## src/rtl/p_acc.sv

```systemverilog
// Streaming saturating accumulator: sums a valid/ready stream of products into
// one wider result, closed by in_last or by reaching MAX_LEN elements.

package p_acc_pkg;
  typedef enum logic [1:0] {
    DT_INT  = 2'd0,
    DT_BOOL = 2'd1,
    DT_FIX  = 2'd2,
    DT_FLT  = 2'd3
  } dtype_t;

  typedef struct packed {
    dtype_t     dtype;
    logic       sgn;
    logic [7:0] prec;
  } dconf_t;
endpackage

`ifndef DEF_DCONF
`define DEF_DCONF '{dtype: p_acc_pkg::DT_INT, sgn: 1'b1, prec: 8'd8}
`endif

module p_acc #(
  parameter p_acc_pkg::dconf_t I_CONF = `DEF_DCONF,
  parameter p_acc_pkg::dconf_t O_CONF = `DEF_DCONF,
  parameter int MAX_LEN = 256,
  parameter int I_PREC  = int'(I_CONF.prec),
  parameter int O_PREC  = int'(O_CONF.prec),
  parameter int CNT_W   = $clog2(MAX_LEN + 1)
) (
  input  logic              clk,
  input  logic              reset_,
  input  logic              in_valid,
  output logic              in_ready,
  input  logic [I_PREC-1:0] in,
  input  logic              in_last,
  output logic              out_valid,
  input  logic              out_ready,
  output logic [O_PREC-1:0] out,
  output logic [CNT_W-1:0]  cnt,
  output logic              ovf
);

  localparam logic [0:0] ST_ACC  = 1'b0;
  localparam logic [0:0] ST_HOLD = 1'b1;

  localparam bit SGN = I_CONF.sgn;
  localparam logic [O_PREC-1:0] UMAX = '1;
  localparam logic [O_PREC-1:0] SMAX = UMAX >> 1;
  localparam logic [O_PREC-1:0] SMIN = ~SMAX;
  localparam logic [CNT_W-1:0]  LEN_LAST = CNT_W'(MAX_LEN);

  logic [0:0]        state;
  logic [O_PREC-1:0] acc;
  logic [CNT_W-1:0]  cnt_q;
  logic              ovf_q;

  logic [O_PREC:0]   in_ext;
  logic [O_PREC:0]   acc_ext;
  logic [O_PREC:0]   sum;
  logic [O_PREC-1:0] sat_val;
  logic              clip;
  logic [CNT_W-1:0]  cnt_inc;
  logic              accept;

  // Handshake flags come from the state register alone.
  assign in_ready  = (state == ST_ACC);
  assign out_valid = (state == ST_HOLD);
  assign accept    = in_valid & in_ready;
  assign cnt_inc   = cnt_q + 1'b1;

  assign out = acc;
  assign cnt = cnt_q;
  assign ovf = ovf_q;

  // One guard bit above O_PREC exposes any overflow of the running sum.
  always_comb begin
    // NOTE: every output of this block gets a value before any branch, so no latch is inferred.
    in_ext  = '0;
    acc_ext = '0;
    sum     = '0;
    sat_val = '0;
    clip    = 1'b0;
    if (SGN) begin
      in_ext  = {{(O_PREC + 1 - I_PREC){in[I_PREC-1]}}, in};
      acc_ext = {acc[O_PREC-1], acc};
    end else begin
      in_ext  = {{(O_PREC + 1 - I_PREC){1'b0}}, in};
      acc_ext = {1'b0, acc};
    end
    sum = acc_ext + in_ext;
    if (SGN) begin
      clip    = sum[O_PREC] ^ sum[O_PREC-1];
      sat_val = clip ? (sum[O_PREC] ? SMIN : SMAX) : sum[O_PREC-1:0];
    end else begin
      clip    = sum[O_PREC];
      sat_val = clip ? UMAX : sum[O_PREC-1:0];
    end
  end

  always_ff @(posedge clk or negedge reset_) begin
    // NOTE: state registers use non-blocking assignments so every flop samples pre-edge values.
    if (!reset_) begin
      state <= ST_ACC;
      acc   <= '0;
      cnt_q <= '0;
      ovf_q <= 1'b0;
    end else begin
      case (state)
        ST_ACC: begin
          if (accept) begin
            acc   <= sat_val;
            cnt_q <= cnt_inc;
            if (clip) ovf_q <= 1'b1;
            if (in_last || (cnt_inc == LEN_LAST)) state <= ST_HOLD;
          end
        end
        ST_HOLD: begin
          if (out_ready) begin
            state <= ST_ACC;
            acc   <= '0;
            cnt_q <= '0;
            ovf_q <= 1'b0;
          end
        end
        default: state <= ST_ACC;
      endcase
    end
  end

endmodule

```

## config.mk

```make
export PLATFORM = sky130hd
export DESIGN_NAME = p_acc
export DESIGN_NICKNAME = d
export VERILOG_FILES = /design/src/rtl/p_acc.sv
export SDC_FILE = /design/constraint.sdc
export NUM_CORES = 1
export LEC_CHECK = 0
export CORE_UTILIZATION = 45
export DETAILED_ROUTE_END_ITERATION = 6
export PLACE_DENSITY = 0.74
export SKIP_LAST_GASP = 1
export SLEW_MARGIN = 30
export SYNTH_ARGS = -nofsm -noshare
export SYNTH_HDL_FRONTEND = slang
export SYNTH_SLANG_ARGS = --single-unit
```

## constraint.sdc

```tcl
create_clock -name clk -period 2.8 [get_ports clk]
set_input_delay 0.28 -clock clk [delete_from_list [all_inputs] [get_ports clk]]
set_output_delay 0.28 -clock clk [all_outputs]
set_load 0.02 [all_outputs]
```

After elaboration in Yosys (flattened, before gate mapping)
Cells that the tools add are included.
- register bits after elaboration: 19
- bits of input ports: 13
- logic and storage cells: 32
- add/subtract/negate cells: 2
- eq/ne operators: 4
- muxes and demuxes: 16
- bitwise logic cells: 3
- reduce and logical (&&, ||, !) cells: 3
- operator list (operator ; number):
    $mux W8 ; 4
    $mux W9 ; 2
    $pmux W9 S2 ; 1
    $pmux W8 S2 ; 1
    $add A8 B8 Y9 ; 1
    $add A9 B1 Y9 const B ; 1
    $eq A9 B9 Y1 const B ; 1
    $mux W1 ; 6
    $ne A2 B1 Y1 const B ; 2
    $pmux W1 S2 ; 2
    $reduce_and A3 Y1 ; 1
    $ne A2 B2 Y1 const B ; 1
    $reduce_and A2 Y1 ; 1
    $and A1 B1 Y1 ; 1
    $logic_or A1 B1 Y1 ; 1
    $not A1 Y1 ; 1
    $xor A1 B1 Y1 ; 1

Longest topological paths before layout
Gate-level depths: netlist of run 1.
- depth in word-level cells: 6
- depth in mapped cells: 8
- depth with buffers taken out: 7

Least setup slack after synthesis of run 1
OpenSTA, ideal clock, no wires.
- path type: register -> register
- start: reg acc[4] (netlist: out[4])
- end: reg acc[2] (netlist: out[2])
- data arrival time: 2.056 ns
- required time: 2.724 ns
- path slack: 0.668 ns
- cell stages (with the launch flop): 8
- period minus slack after synthesis: 2.132 ns
- cell sequence: dfrtp_1 > ha_1 > a21oi_1 > o211ai_1 > a221o_1 > buf_6 > maj3_2 > o21ai_2
- cells in the longest elaborated chain, start to end: 5
- elaborated cells on any way between the ends: 6
- RTL lines (what ; line ; RTL):
    start, declared ; 54 ; logic [O_PREC-1:0] acc;
    start signal, assigned ; 112 ; acc <= sat_val;
    $add A8 B8 Y9 (*) ; 91 ; sum = acc_ext + in_ext;
    $mux W8 / $xor A1 B1 Y1 (equally long branches) ; 94, 93 ;
    $mux W8 (*) ; 94 ; sat_val = clip ? (sum[O_PREC] ? SMIN : SMAX) : sum[O_PREC-1:0];
    $mux W8 (*) ; 111 ; if (accept) begin
    $pmux W8 S2 (*) ; 109 ; case (state)
Every way passes the cells marked *; elsewhere a longest branch is shown, timed or not. The select of a mux whose other input is x is not followed.
A chain may end at the register's enable or synchronous reset.

Worst setup path after layout of run 1
- start: reg acc[4] (netlist: out[4])
- end: reg acc[3] (netlist: out[3])
The elaborated chain is that of the path after synthesis.

==> metrics, run 1 <==
status=completed; DR pass1 iterations=5; fin nets=205; FF-to-FF setup slack=0.46 ns; synth unique cells=41; vias per cell=5.78; Worst-Skew Late Latency=0.30 ns; Iter 0 DRT Violations=39; Seq/Total Area, Yosys=35.6%; Clk pin slew, worst setup/hold paths=0.11 ns; Crit-path slowest cell=a221o_1; Syn Area/Cell=9.09 sq um; All-Layer GR Usage=20.0%; worst r2r path cells=6; Max IR drop VDD=0.836 mV; FF-to-FF Start=out[4]$_DFFE_PN0P_; Row Count=19; Critical Path AT=2.56 ns; first-pass GRT wire length=5.08 mm; Synthesis Warnings=0; Post-Syn Instances=147; Worst Path Buf+Inv=0; post-synth top area share=35.6%; minimum clock period=2.34 ns; # DRC=0; syn nets=170; setup TNS=0 ns; Initial Util=48.0%; predominant post-synthesis flop cell=dfrtp_1; Post-synth ARST share=100%; Die Ht=56.5 um; RSZ-0062 raised after global routing=no; Fillers=249; Final ANT Viol Nets=0; vias in the first global route=1110; Crit path max-delay family=compound AO/OA/AOI/OAI gates; H-tree Lvls=1; crit start category=flop; Die Wd=56.5 um; Post-Syn Area=1340 sq um; crit path max fanout=8; Fmax=428 MHz; GP Congestion=0.787; TritonCTS Buffers=3; deepest clock path buffer count=2; share of cells above drive strength 1=13.3%; Pins Over Slew Limit=0; # hold bufs at CTS=0; Post CTS Setup Buffer Count=0; clock skew=0.00631 ns; crit path cell chain=ha_1 > a21oi_1 > o211ai_1 > a221o_1 > maj3_2 > o21ai_2; fin crit share=83.4%; Antenna Cells=0; Critical Path Max Stage Delay=0.48 ns; total gr overflow=0; Least-Margin Pin Slew=0.747 ns; Synth-to-Final Area Change=28.5%; final hold vios=0; reg-to-reg endpoint=out[3]$_DFFE_PN0P_; Top Ports=33; CTS tree=done; Core Area=2780 sq um; crit end category=flop; root buffer cell=clkbuf_4; Routed Wire Length=2.96 mm; drt wl/cell=14.0 um; maximum number of pins on one net before global-route repair=20; Synth area leaders=dfrtp_1, ha_1, maj3_2; Clock Sinks=19; via count=1226; die area=3190 sq um; fin util=61.7%; PortBufs=32; worst hold path class=primary input to asynchronous set/reset pin; area leader, netlist=dfrtp_1; post_cts resized=0; Pleak=0.711 nW; maxcap violations=0; Slew headroom=50.1%; dpl hpwl=2.23 mm; WHS=0.425 ns; Post-synth EDFFs=0; total power=1.75 mW; CP Data Required Time=3.03 ns; flip-flop and latch count after synthesis=19; power per cell area=1020 nW/um^2; Finish-stage setup viols=0; Critical Setup Path Class=flop to flop; initial antenna violation count=0
-- sequential cells by signal, indices dropped and copies added, names as in the netlist --
signal / flops
cnt: 9
out_valid: 1
ovf: 1
out: 8
-- routing by layer --
metal,routed length [um],track usage [%]
met1,1450,28.9
met2,1310,30.1
met3,148,4.15
met4,50,5.92
met5,0,0
-- worst register-to-register path, stage by stage, from the launching register on --
cell and delay (ns):
dfrtp_1 0.42, ha_1 0.35, a21oi_1 0.37, o211ai_1 0.15, a221o_1 0.48, maj3_2 0.38
o21ai_2 0.11
-- cell usage after synthesis, drive strengths merged, types with 2 or more instances --
library cell	number
xor2	4
inv	7
nor2	5
o21ai	21
a22o	2
a31oi	2
a21oi	10
maj3	7
nand3	6
nand2b	2
o211ai	2
or3	2
a21o	2
xnor2	2
nand2	20
o22ai	2
ha	9
clkbuf	4
nor3b	2
a211oi	2
dfrtp	19
-- how the worst max path moves through the flow --
stage | start | to | slack [ns] | depth (start not counted)
3_5_place_dp | in[4] | out[3]$_DFFE_PN0P_ | 0.22 | 7
2_1_floorplan | out[4]$_DFFE_PN0P_ | out[2]$_DFFE_PN0P_ | 0.67 | 7
5_1_grt | out[4]$_DFFE_PN0P_ | out[3]$_DFFE_PN0P_ | 0.35 | 6
3_3_place_gp | in[4] | out[2]$_DFFE_PN0P_ | 0.29 | 7
6_report | out[4]$_DFFE_PN0P_ | out[3]$_DFFE_PN0P_ | 0.46 | 6
4_1_cts | out[4]$_DFFE_PN0P_ | out[3]$_DFFE_PN0P_ | 0.51 | 6
-- final cells by class --
class                           instances  area, sq um  area share, %
Clock buffer                            3         22.5           1.31
Tap cell                               31         38.8           2.26
Inverter                                7         26.3           1.53
Clock inverter                          1         5.00          0.292
Sequential cell                        19          475           27.7
Timing Repair Buffer                   35          340           19.8
Multi-Input combinational cell        116          808           47.1
-- logic make-up after synthesis --
logic type | after synthesis | share of synthesized area, %
compound gates | 50 | 25.6
simple gates | 43 | 15.2
flops | 19 | 35.6
fa+ha+maj | 17 | 15.8
buf+inv | 12 | 3.93
xor+xnor | 6 | 3.93
-- layout by cell type (no fill, tap or decap), drive strengths merged, types with 2 or more instances in the layout --
cell type / count
o22ai: 2
dfrtp: 19
or3: 2
xor2: 4
o21ai: 21
nand2b: 2
maj3: 7
nor2: 5
nand3: 6
nand2: 20
buf: 3
o211ai: 2
clkdlybuf4s50: 31
a21oi: 10
nor3b: 2
a22o: 2
ha: 9
a211oi: 2
xnor2: 2
clkbuf: 3
a21o: 2
a31oi: 2
inv: 7
-- power breakdown --
part | switching, mW | internal [mW]
clock | 0.0875 | 0.0533
sequential | 0.0913 | 0.357
combinational | 0.612 | 0.551
-- metrics by stage --
step           instances  setup WS, ns  cell area [sq um]
3_5_place_dp         207         0.216               1680
4_1_cts              211         0.507               1710
5_1_grt              212         0.354               1720
3_3_place_gp         207         0.294               1680
2_1_floorplan        147         0.668               1340
6_report             212         0.464               1720
Note: power is estimated with default switching activity, not from simulation.
==> run 2: changes to the inputs <==
- clock period: 2.8 -> 2.27 ns (I/O delays scaled with it)
==> run 2 against run 1 <==
Combinational power rose by 36%. Sequential power increased by 22%. Design area up 5.5%. Non-clock buffer count rose by 10. Critical path depth is the same. Global-route usage grew 0.12 points. Critical endpoint is now out[2]$_DFFE_PN0P_. Largest power group unchanged.
==> metrics, run 2 (synthesized netlist as in run 1, its figures left out) <==
DR pass1 iterations=4 (-1); cell area after layout=1810 sq um (+5.5%); drt wl/cell=13.5 um (-3.6%); post-route setup slack=0.116 ns (-0.348 ns); vias in the first global route=1152 (+3.8%); Critical Setup Path Class=flop to flop; CP Data Required Time=2.50 ns (-0.53 ns); Core Area=2780 sq um (unchanged); number of flip-flops in the largest register=9 (unchanged); Antenna Cells=0 (unchanged); crit end category=flop; GP Congestion=0.805 (+2.3%); FF-to-FF setup slack=0.12 ns (-0.35 ns); CTS tree=done; dpl hpwl=2.32 mm (+4.0%); reg-to-reg endpoint=out[2]$_DFFE_PN0P_; Iter 0 DRT Violations=36 (-7.7%); vias per cell=5.63 (-2.6%); Worst-Skew Late Latency=0.30 ns (about the same); Slew headroom=77.3% (+27 points); Least-Margin Pin Slew=0.340 ns (-0.407 ns); maxcap violations=0 (unchanged); status=completed; worst hold path class=primary input to asynchronous set/reset pin; most common cell after layout, fill and taps aside=clkdlybuf4s50_1; die area=3190 sq um (unchanged); RSZ-0062 raised after global routing=no; worst r2r path cells=6 (unchanged); initial antenna violation count=0 (unchanged); H-tree Lvls=1 (unchanged); Placed Area=1780 sq um (+5.6%); commonest non-fill, non-tap cells in the layout=clkdlybuf4s50_1, nand2_1, dfrtp_1; Clk pin slew, worst setup/hold paths=0.11 ns (about the same); # hold bufs at CTS=0 (unchanged); PortBufs=32 (unchanged); maximum number of pins on one net before global-route repair=20 (unchanged); Max IR drop VDD=1.14 mV (+36%); power per cell area=1270 nW/um^2 (+24%); minimum clock period=2.15 ns (-0.182 ns); fin crit share=94.9% (+11 points); CP startpoint=out[1]$_DFFE_PN0P_; total power=2.30 mW (+31%); via count=1250 (+2.0%); FF-to-FF Start=out[1]$_DFFE_PN0P_; clock skew=0.0100 ns (+0.00374 ns); Die Ht=56.5 um (unchanged); total gr overflow=0 (unchanged); fin nets=215 (+4.9%); root buffer cell=clkbuf_4; first-pass GRT wire length=5.15 mm (+1.4%); pre-CTS setup slack=-0.166 ns (-0.381 ns); Pleak=0.763 nW (+7.2%); Row Count=19 (unchanged); TritonCTS Buffers=3 (unchanged); crit start category=flop; Die Wd=56.5 um (unchanged); deepest clock path buffer count=2 (unchanged); Pins Over Slew Limit=0 (unchanged); All-Layer GR Usage=20.1% (+0.12 points); Synth-to-Final Area Change=35.5%; # DRC=0 (unchanged); Final ANT Viol Nets=0 (unchanged); Clock Sinks=19 (unchanged); Top Ports=33 (unchanged); Fmax=464 MHz (+8.4%); Routed Wire Length=2.99 mm (+0.95%); Setup crit end=out[2]$_DFFE_PN0P_; Initial Util=48.0% (unchanged); crit path max fanout=8 (unchanged); Critical Path AT=2.38 ns (-0.18 ns); final hold vios=0 (unchanged); Finish-stage setup viols=0 (unchanged); share of cells above drive strength 1=18.3% (+5.1 points)
run 2: area by class of cell:
class                   instances  area [sq um]
clock buffers                   4          26.3
fillers                       239           971
inverters                       7          26.3
multi-input cells             116           813
flip-flops and latches         19           475
well taps                      31          38.8
repair buffers                 45           430
run 2: worst min-delay path by stage:
stage                               start                 end  slack [ns]
final                              reset_  cnt[8]$_DFFE_PN0P_        0.24
after global routing               reset_  cnt[8]$_DFFE_PN0P_        0.24
after CTS                          reset_  cnt[8]$_DFFE_PN0P_        0.25
after detailed placement  ovf$_DFFE_PN0P_     ovf$_DFFE_PN0P_        0.48
after global placement    ovf$_DFFE_PN0P_     ovf$_DFFE_PN0P_        0.47
after floorplan                    reset_  cnt[0]$_DFFE_PN0P_       -0.07
run 2: repair_timing:
| item | in CTS | in global routing |
|---|---|---|
| endpoints found under the setup margin | 0 | 5 |
| setup buffers | 0 | 0 |
| resized for setup | 0 | 2 |
run 2: per-stage QoR:
step	TNS, ns	utilization, %	instances	hold WS [ns]
2_1_floorplan	0	-	147	-0.0686
3_3_place_gp	-0.805	64.0	218	0.473
3_5_place_dp	-1.10	64.0	218	0.482
4_1_cts	0	64.9	222	0.246
5_1_grt	0	65.1	222	0.245
6_report	0	65.1	222	0.241
run 2: critical path: stages (launching register included):
cell and delay, ns:
dfrtp_1 0.45, ha_1 0.32, a211oi_2 0.25, o211ai_1 0.14, a221o_2 0.46, maj3_2 0.35
o21ai_2 0.11
run 2: power by group:
part           leakage (nW)  internal (mW)  total [mW]  switching [mW]
Clock                0.0150         0.0685       0.169           0.100
Combinational         0.502          0.806        1.58           0.778
Sequential            0.246          0.440       0.546           0.106
Total                 0.763           1.31        2.30           0.984
run 2: routing by layer:
| layer | up-vias | track usage (%) | routed length (um) |
|---|---|---|---|
| met4 | 0 | 2.44 | 6 |
| met2 | 34 | 31.8 | 1380 |
| met3 | 3 | 5.53 | 181 |
| met1 | 585 | 28.4 | 1420 |
| li1 | 628 | - | - |
| met5 | - | 0 | 0 |
==> run 3: changes to the inputs <==
==> constraint.sdc (replaced) <==
create_clock -name clk -period 2.27 [get_ports clk]
set_input_delay 0.454 -clock clk [delete_from_list [all_inputs] [get_ports clk]]
set_output_delay 0.454 -clock clk [all_outputs]
set_load 0.02 [all_outputs]
==> run 3 against run 2 <==
First-iteration DRC count up 50%. Utilization up 1.6 points. Clock power up 4%. Largest power group unchanged. Sequential cell count unchanged. Highest routed layer unchanged. Global-route usage up 1.2 points. Register-to-register slack worse by 0.02 ns. Sequential share of layout area down 0.55 points. Critical path type is now primary input to flop. Via count up 3.3%. Total power up 4.6%. Non-clock buffer count up 3.
==> metrics, run 3 (synthesized netlist as in run 1, its figures left out) <==
status=completed; Max IR drop VDD=1.08 mV (-5.2%); maximum number of pins on one net before global-route repair=20 (unchanged); initial antenna violation count=0 (unchanged); # hold bufs at CTS=0 (unchanged); Pins Over Slew Limit=0 (unchanged); internal power=1.37 mW (+4.2%); worst r2r path cells=6 (unchanged); Critical Path AT=2.49 ns (+0.11 ns); Critical Setup Path Class=primary input to flop; cell area after layout=1850 sq um (+2.4%); crit path cell chain=clkdlybuf4s50_1 > ha_2 > fa_1 > a21oi_1 > o2111ai_1 > nor3b_2 > maj3_2 > o21ai_2; RSZ-0062 raised after global routing=no; Fmax=446 MHz (-3.9%); fin nets=218 (+1.4%); Crit path max-delay family=adder cells; Final ANT Viol Nets=0 (unchanged); routed wl met3=161 um (-11%); die area=3190 sq um (unchanged); CP Data Required Time=2.51 ns (about the same); most common cell after layout, fill and taps aside=clkdlybuf4s50_1; FF-to-FF Start=out[1]$_DFFE_PN0P_; Seq pwr share=23.1% (-0.7 points); H-tree Lvls=1 (unchanged); DR pass1 iterations=4 (unchanged); reg-to-reg endpoint=out[4]$_DFFE_PN0P_; TritonCTS Buffers=3 (unchanged); All-Layer GR Usage=21.3% (+1.2 points); number of flip-flops in the largest register=9 (unchanged); post-route setup slack=0.0287 ns (-0.0873 ns); crit path max fanout=3 (-5); GP Congestion=0.833 (+3.4%); crit start category=primary input; Antenna Cells=0 (unchanged); Least-Margin Pin Slew=0.690 ns (+0.350 ns); combinational share of power=69.6% (+0.7 points); Iter 0 DRT Violations=54 (+50%); Finish-stage setup viols=0 (unchanged); Clock Power Share=7.3% (about the same); vias in the first global route=1194 (+3.6%); share of cells above drive strength 1=22.2% (+3.8 points); Critical Path Max Stage Delay=0.43 ns (-0.03 ns); WL met1=1.55 mm (+9.2%); Slew headroom=54.0% (-23 points); Crit-path slowest cell=fa_1; final hold vios=0 (unchanged); Initial Util=48.0% (unchanged); Routed Wire Length=3.27 mm (+9.5%); Fillers=243 (+1.7%); Worst-Skew Late Latency=0.30 ns (about the same); Clk pin slew, worst setup/hold paths=0.11 ns (about the same); switch share=43.0% (+0.22 points); first-pass GRT wire length=5.42 mm (+5.4%); Synth-to-Final Area Change=38.8%; worst hold path class=primary input to asynchronous set/reset pin; Clock Sinks=19 (unchanged); via count=1291 (+3.3%); PortBufs=32 (unchanged); FF-to-FF setup slack=0.10 ns (-0.02 ns); fin crit share=98.7% (+3.8 points); Row Count=19 (unchanged); # DRC=0 (unchanged); Pleak=0.781 nW (+2.4%); power per cell area=1300 nW/um^2 (+2.2%); switching power of the nets=1.03 mW (+5.2%); vias per cell=5.74 (+1.9%); crit end category=flop; commonest non-fill, non-tap cells in the layout=clkdlybuf4s50_1, nand2_1, dfrtp_1; drt wl/cell=14.5 um (+8.0%); root buffer cell=clkbuf_4; minimum clock period=2.24 ns (+0.0873 ns); Die Wd=56.5 um (unchanged); pre-CTS setup slack=-0.402 ns (-0.237 ns); Worst Path Buf+Inv=1 (+1); clock skew=0.00363 ns (-0.00641 ns); total gr overflow=0 (unchanged); Placed Area=1790 sq um (+0.84%); maxcap violations=0 (unchanged); met2 WL post-DR=1.53 mm (+10%); Top Ports=33 (unchanged); Core Area=2780 sq um (unchanged); total power=2.41 mW (+4.6%); CTS tree=done; DR top layer=met4; dpl hpwl=2.49 mm (+7.3%); deepest clock path buffer count=2 (unchanged); Die Ht=56.5 um (unchanged)
run 3: worst max path at each step:
stage	startpoint	end	slack, ns	cells after the start
2_1_floorplan	out[4]$_DFFE_PN0P_	out[2]$_DFFE_PN0P_	0.14	7
3_3_place_gp	in[1]	out[5]$_DFFE_PN0P_	-0.35	7
3_5_place_dp	in[1]	out[3]$_DFFE_PN0P_	-0.40	7
4_1_cts	in[2]	out[2]$_DFFE_PN0P_	0.01	7
5_1_grt	in[0]	out[6]$_DFFE_PN0P_	0.002	8
6_report	in[0]	out[6]$_DFFE_PN0P_	0.03	8
run 3: power by group through the flow:
stage / Combinational, mW / Sequential (mW) / Clock, mW
floorplan: 0.952 / 0.655 / 0
global placement: 1.56 / 0.551 / 0
detailed placement: 1.61 / 0.554 / 0
CTS: 1.65 / 0.549 / 0.180
global route: 1.81 / 0.574 / 0.199
finish: 1.67 / 0.555 / 0.176
run 3: timing repair:
item | 4_1_cts | 5_1_grt
setup buffers | 1 | 0
endpoints found under the setup margin | 7 | 8
gates resized for setup | 2 | 5
pin swaps | 3 | 5
run 3: layout make-up:
| type | instances | area, sq um | area share (%) |
|---|---|---|---|
| inverter | 7 | 26.3 | 1.42 |
| sequential | 19 | 477 | 25.7 |
| tap | 31 | 38.8 | 2.09 |
| multi-input combinational | 116 | 833 | 44.9 |
| clock inverter | 1 | 5.00 | 0.270 |
| clock buffer | 3 | 22.5 | 1.21 |
| timing repair buffer | 48 | 452 | 24.4 |
run 3: stage by stage:
step	cells	hold slack, ns	utilization, %	TNS [ns]
after detailed placement	220	0.482	64.5	-3.06
final	225	0.461	66.7	0
after CTS	225	0.467	65.8	0
after global placement	220	0.471	64.5	-2.66
after global routing	225	0.470	66.7	0
after floorplan	147	0.158	-	0
run 3: per-layer routing:
layer,vias to the layer above,track usage (%)
li1,629,-
met1,613,28.9
met2,45,34.1
met3,4,5.53
met4,0,4.88
met5,-,0
